## src/rtl/threshold_binarizer.sv

```systemverilog
// ---------------------------------------------------------------------------
// threshold_binarizer
//
// Purpose:
//   Turns a grayscale pixel stream into a 1-bit foreground/background stream.
//   It uses a per-frame threshold supplied by the upstream histogram stage.
//   A new threshold is only adopted at a frame start, so every pixel of one
//   frame is compared against the same value. The block also counts the
//   foreground pixels of each frame and reports the total when the frame ends.
//
// Ports:
//   iClk            clock
//   iRst_n          asynchronous active-low reset
//   iGray           input pixel (DATA_W bits)
//   iGrayValid      pixel qualifier
//   iFvalid         frame valid, high for the whole frame
//   iThresh         threshold from the histogram stage
//   iThreshValid    one-cycle pulse marking iThresh as valid
//   oBin            binarised pixel, 2 cycles after input
//   oBinValid       oBin qualifier
//   oFvalid         iFvalid aligned with oBin
//   oGray           iGray aligned with oBin
//   oFgCount        foreground count of the last completed frame
//   oCountValid     one-cycle pulse when oFgCount updates
//   oActiveThresh   threshold applied to the current frame
//   oThreshPending  a new threshold waits for the next frame start
// ---------------------------------------------------------------------------
module threshold_binarizer #(
    parameter int unsigned DATA_W         = 8,
    parameter int unsigned COUNT_W        = 20,
    parameter int unsigned DEFAULT_THRESH = 128,
    parameter bit          FG_ABOVE       = 1'b1
) (
    input  logic               iClk,
    input  logic               iRst_n,
    input  logic [DATA_W-1:0]  iGray,
    input  logic               iGrayValid,
    input  logic               iFvalid,
    input  logic [DATA_W-1:0]  iThresh,
    input  logic               iThreshValid,
    output logic               oBin,
    output logic               oBinValid,
    output logic               oFvalid,
    output logic [DATA_W-1:0]  oGray,
    output logic [COUNT_W-1:0] oFgCount,
    output logic               oCountValid,
    output logic [DATA_W-1:0]  oActiveThresh,
    output logic               oThreshPending
);

    localparam logic [DATA_W-1:0]  RESET_THRESH = DATA_W'(DEFAULT_THRESH);
    localparam logic [COUNT_W-1:0] COUNT_MAX    = {COUNT_W{1'b1}};

    // Frame tracking and threshold bookkeeping
    logic              fvPrev_q;
    logic              lowSeen_q;
    logic              armed_q;
    logic              pendFlag_q,     pendFlag_d;
    logic [DATA_W-1:0] pendThresh_q,   pendThresh_d;
    logic [DATA_W-1:0] activeThresh_q, activeThresh_d;

    logic              rise;
    logic              armedEff;
    logic              accept;
    logic [DATA_W-1:0] startThresh;
    logic [DATA_W-1:0] effThresh;

    // Pipeline stage 1
    logic              acc1_q;
    logic              fv1_q;
    logic [DATA_W-1:0] gray1_q;
    logic [DATA_W-1:0] thr1_q;

    // Pipeline stage 2 (the visible outputs)
    logic              cmpHit;
    logic              bin_q;
    logic              binValid_q;
    logic              fv2_q;
    logic [DATA_W-1:0] gray2_q;

    // Foreground counting
    logic               fvOutPrev_q;
    logic               frameEnd;
    logic               fgInc;
    logic [COUNT_W-1:0] cntNext;
    logic [COUNT_W-1:0] cnt_q,        cnt_d;
    logic [COUNT_W-1:0] fgCount_q,    fgCount_d;
    logic               countValid_q, countValid_d;

    // Detect a frame start and decide which threshold the starting frame uses.
    // lowSeen_q masks the rising edge until iFvalid has been seen low once
    // after reset. A frame already in flight when reset releases therefore
    // does not count as a start and is skipped entirely. The cost is that a
    // frame can begin at the earliest one cycle after reset release.
    // A threshold pulse on the start cycle takes priority over a pending one,
    // because it is the newest value. Otherwise a pending threshold is
    // promoted. Outside a frame start the active threshold never moves, so it
    // stays constant while iFvalid is high.
    always_comb begin
        rise           = iFvalid & ~fvPrev_q & lowSeen_q;
        armedEff       = armed_q | rise;
        accept         = iGrayValid & iFvalid & armedEff;
        startThresh    = activeThresh_q;
        if (iThreshValid) begin
            startThresh = iThresh;
        end else if (pendFlag_q) begin
            startThresh = pendThresh_q;
        end
        effThresh      = rise ? startThresh : activeThresh_q;
        activeThresh_d = effThresh;
        pendFlag_d     = pendFlag_q;
        pendThresh_d   = pendThresh_q;
        if (rise) begin
            pendFlag_d = 1'b0;
        end else if (iThreshValid) begin
            pendFlag_d   = 1'b1;
            pendThresh_d = iThresh;
        end
    end

    // Register the frame-tracking and threshold state. Once armed, the block
    // stays armed until the next reset.
    always_ff @(posedge iClk or negedge iRst_n) begin
        if (!iRst_n) begin
            fvPrev_q       <= 1'b0;
            lowSeen_q      <= 1'b0;
            armed_q        <= 1'b0;
            pendFlag_q     <= 1'b0;
            pendThresh_q   <= '0;
            activeThresh_q <= RESET_THRESH;
        end else begin
            fvPrev_q       <= iFvalid;
            lowSeen_q      <= lowSeen_q | ~iFvalid;
            armed_q        <= armedEff;
            pendFlag_q     <= pendFlag_d;
            pendThresh_q   <= pendThresh_d;
            activeThresh_q <= activeThresh_d;
        end
    end

    // Stage 1 captures the pixel with the threshold it must be judged against.
    // The frame-valid copy is masked while unarmed, so a skipped frame never
    // produces a frame end downstream.
    always_ff @(posedge iClk or negedge iRst_n) begin
        if (!iRst_n) begin
            acc1_q  <= 1'b0;
            fv1_q   <= 1'b0;
            gray1_q <= '0;
            thr1_q  <= '0;
        end else begin
            acc1_q  <= accept;
            fv1_q   <= iFvalid & armedEff;
            gray1_q <= iGray;
            thr1_q  <= effThresh;
        end
    end

    // The comparison polarity is chosen at elaboration. The compare is unsigned.
    always_comb begin
        cmpHit = FG_ABOVE ? (gray1_q > thr1_q) : (gray1_q <= thr1_q);
    end

    // Stage 2 produces the output pixel. oBin is forced low for rejected pixels.
    always_ff @(posedge iClk or negedge iRst_n) begin
        if (!iRst_n) begin
            bin_q      <= 1'b0;
            binValid_q <= 1'b0;
            fv2_q      <= 1'b0;
            gray2_q    <= '0;
        end else begin
            bin_q      <= acc1_q & cmpHit;
            binValid_q <= acc1_q;
            fv2_q      <= fv1_q;
            gray2_q    <= gray1_q;
        end
    end

    // A frame ends on the falling edge of the output-aligned frame valid.
    // The count reported at frame end includes any increment from that same
    // cycle. The counter saturates instead of wrapping.
    always_comb begin
        frameEnd     = fvOutPrev_q & ~fv2_q;
        fgInc        = binValid_q & bin_q;
        cntNext      = cnt_q;
        if (fgInc && (cnt_q != COUNT_MAX)) begin
            cntNext = cnt_q + 1'b1;
        end
        cnt_d        = frameEnd ? '0 : cntNext;
        fgCount_d    = frameEnd ? cntNext : fgCount_q;
        countValid_d = frameEnd;
    end

    // Register the counter and the per-frame result.
    always_ff @(posedge iClk or negedge iRst_n) begin
        if (!iRst_n) begin
            fvOutPrev_q  <= 1'b0;
            cnt_q        <= '0;
            fgCount_q    <= '0;
            countValid_q <= 1'b0;
        end else begin
            fvOutPrev_q  <= fv2_q;
            cnt_q        <= cnt_d;
            fgCount_q    <= fgCount_d;
            countValid_q <= countValid_d;
        end
    end

    assign oBin           = bin_q;
    assign oBinValid      = binValid_q;
    assign oFvalid        = fv2_q;
    assign oGray          = gray2_q;
    assign oFgCount       = fgCount_q;
    assign oCountValid    = countValid_q;
    assign oActiveThresh  = activeThresh_q;
    assign oThreshPending = pendFlag_q;

endmodule

```

## config.mk

```make
export PLATFORM = sky130hd
export DESIGN_NAME = threshold_binarizer
export DESIGN_NICKNAME = d
export VERILOG_FILES = /design/src/rtl/threshold_binarizer.sv
export SDC_FILE = /design/constraint.sdc
export NUM_CORES = 1
export LEC_CHECK = 0
export ABC_AREA = 1
export CAP_MARGIN = 5
export CORE_MARGIN = 1.5
export CORE_UTILIZATION = 31
export CTS_BUF_LIST = sky130_fd_sc_hd__clkbuf_8
export DETAILED_ROUTE_END_ITERATION = 8
export DONT_BUFFER_PORTS = 1
export HOLD_SLACK_MARGIN = 0.06
export PLACE_DENSITY = 0.52
export SYNTH_ARGS = -nofsm -noshare
export SYNTH_HDL_FRONTEND = slang
export SYNTH_SLANG_ARGS = --single-unit
```

## constraint.sdc

```tcl
create_clock -name iClk -period 3.67 [get_ports iClk]
set_clock_uncertainty 0.1 [all_clocks]
set_input_delay 0.5505 -clock iClk [delete_from_list [all_inputs] [get_ports iClk]]
set_output_delay 0.5505 -clock iClk [all_outputs]
set_load 0.05 [all_outputs]
```

==> flow_summary.toml <==
[setup_path]
cp.required_ps = 3870
cp.arrival_ps = 2400
reg2reg_slack_ps = 1480
critPathTopFamily = "simple AND/OR/NAND/NOR gates"
critical-path-max-stage-delay_ps = 640
cp_max_fo = 11
cp.buffers_inverters = 1
path_common_cell = "nand2_1"
critPathCaptureType = "flop"
reg2reg_from = "oBin"
path_class = "reg -> reg"
cp_slowest_cell = "dfrtp_1"
crit_path_start_kind = "flop"
critPathLaunch = "oBin"
path_cells = "nand2_1 -> inv_1 -> nand2_1 -> nor3_1 -> nand2_1 -> nand2_1 -> nand3_1 -> nand2_1"

[cells_and_area]
multi_input_area_sq_um = 1535
syn2layout_area_growth_pct = 8.859
drive_gt1_share_pct = 9.503
antennaDiodeCount = 0
num-nets-final = 488
final_core_util_pct = 35.14
register_area_sq_um = 2103
fill_cells = 1244

[global_route]
grt_pass1_vias = 2772
grt_pass1_wl_microns = 14110
antenna_found_initial = 0
grt_max_degree = 85
grtUsageTotal_pct = 13.76
globalRouteOverflowTotal = 0

[power]
leakage_nw = 2.065
p_sw_share_pct = 28.98
power_frac_seq_pct = 57.7
powerDensity_nw_per_um2 = 451.0
combPwrFrac_pct = 7.1
irDropWorstVdd_v = 0.0001984
switchingPower_uw = 558.6
intPower_mw = 1.369
p_clk_share_pct = 35.2
power.total_mw = 1.927

[yosys]
synth_top_flop_cell = "dfrtp_1"
synth.top_cells.by_area = "dfrtp_1 53%, nand2_1 14%, nand3_1 5.4%"
syn_nets = 492
async_flop_share_pct = 100.0
yosysUniqueCellTypes = 31
synth_seq_area_share_pct = 53.57
yosysMostFrequentCell = "nand2_1"
synth_common_cells = "149 x nand2_1, 83 x dfrtp_1, 44 x inv_1"
synth_top_cell_by_area = "dfrtp_1"
syn_area_sq_um = 3926
synth_seq_cells = 84
yosys_warnings = 0
synth_top_area_share_pct = 52.90
syn_inst = 462
synth_area_per_cell_sq_um = 8.498
synth_edf_count = 0

[die]
ios = 62
die_w_microns = 115.5
die_y_microns = 115.5
start_util_pct = 32.28
core_sq_um = 12160
dieArea_sq_um = 13350
rows = 40

[status]
status = "finished, final reports clean"

[cts]
cts_setup_buffers = 0
cts_root_buf = "clkbuf_8"
cts_tree = "yes"
worst_skew_pair.late_latency_ps = 360
h-tree-depth = 3
cts_sinks = 84
clkTransAtPathRegs_ps = 90
clk_path_buf_depth = 2
cts_resized = 0
cts_buffers = 9

[timing]
slew_violations = 0
rsz0062_at_grt = "no"
slew_headroom_pct = 49.48
max_freq_mhz = 456.5
fin_tns_setup_ps = 0
hold_violations = 0
min_period_over_period_pct = 59.69
worstMarginPinSlew_ps = 757.8
setup_viol = 0
fin_crit_ps = 2191

[routing]
ant_nets = 0
vias_per_cell = 4.577
num_vias = 2888
wl_microns = 8366
drt-initial-drc-count = 121
wire_per_inst_microns = 13.26
drtPass1Iterations = 4
drc = 0

[placement]
io_buffers = 0
dp_hpwl_microns = 6012
place_congestion = 0.8588

[min_path]
hp-class = "in -> reg"
min_from = "iGray[5]"

[flow_run]
cap_violations = 0
cells in the final DEF (no fill, tap or decap), types with 2 or more instances in the layout:
cell type  count
xnor2_1        2
nand3_2        7
mux2_2         2
nor2_2         4
a21oi_1       14
dfrtp_1       83
nand3b_1       5
nand3_1       42
clkinv_2       2
nand2_2        6
ha_1           9
nand2_1      149
nor2_4         2
inv_1         45
o21ai_0       21
nor2_1        39
inv_2          2
clkbuf_8      11
nand4_1        3
final timing paths:
kind / end / cells past startpoint
hold reg to reg: oFvalid / 0
hold / removal: gray1_q[5] / 0
min in group asynchronous: oFgCount[6] / 2
setup / recovery: oFgCount[17] / 8
max in group asynchronous: oActiveThresh[7] / 2
setup reg to reg: oFgCount[17] / 8
cell type report:
cell class / count / share of cell area, %
Clock buffer: 11 / 3.542
Multi-Input combinational cell: 313 / 35.92
Tap cell: 168 / 4.918
Sequential cell: 84 / 49.21
Timing Repair Buffer: 3 / 1.054
Clock inverter: 5 / 1.230
Inverter: 47 / 4.128
power groups by stage:
stage	clock network (mW)	registers, mW	logic (mW)
2_1_floorplan	0	1.06	0.171
3_3_place_gp	0	1.13	0.113
3_5_place_dp	0	1.13	0.117
4_1_cts	0.699	1.11	0.141
5_1_grt	0.739	1.12	0.165
6_report	0.678	1.11	0.136
per-stage QoR:
step | hold WS, ps | cell area [sq um] | setup WS (ps) | std cells
after floorplan | 154.9 | 3926 | 1973 | 462
after global placement | 158.3 | 4033 | 1547 | 613
after detailed placement | 158.2 | 4033 | 1486 | 613
after CTS | 81.80 | 4274 | 1466 | 631
after global routing | 72.41 | 4274 | 1276 | 631
final | 103.4 | 4274 | 1479 | 631
state kept, by name (all words and copies together) (netlist names):
register        flops
cnt_q              20
oFgCount           20
gray1_q             8
oGray               8
pendThresh_q        8
thr1_q              8
acc1_q              1
armed_q             1
fv1_q               1
fvOutPrev_q         1
fvPrev_q            1
lowSeen_q           1
oActiveThresh       1
oBin                1
oBinValid           1
oCountValid         1
oFvalid             1
oThreshPending      1
layer usage:
layer	track usage (%)	vias up	part of all wire, %
met1	17.72	1347	45
met5	0	-	0
li1	-	1455	-
met3	4.393	14	7.5
met2	20.95	72	46
met4	6.749	0	1.9
what timing repair did:
| item | CTS | global route |
|---|---|---|
| hold endpoints to repair | 84 | 0 |
| setup endpoints to repair | 0 | 0 |
| hold buffers | 2 | 0 |
kinds of logic after synthesis:
logic type / after synthesis / synth area share, %
muxes: 2 / 0.5736
adders and majority gates: 9 / 2.868
and+or+nand+nor: 261 / 29.96
AOI/OAI and AO/OA: 38 / 4.972
xor gates and xnor gates: 3 / 0.6693
buffers and inverters: 65 / 7.393
DFF: 84 / 53.57
(Power assumes the default switching activity.)
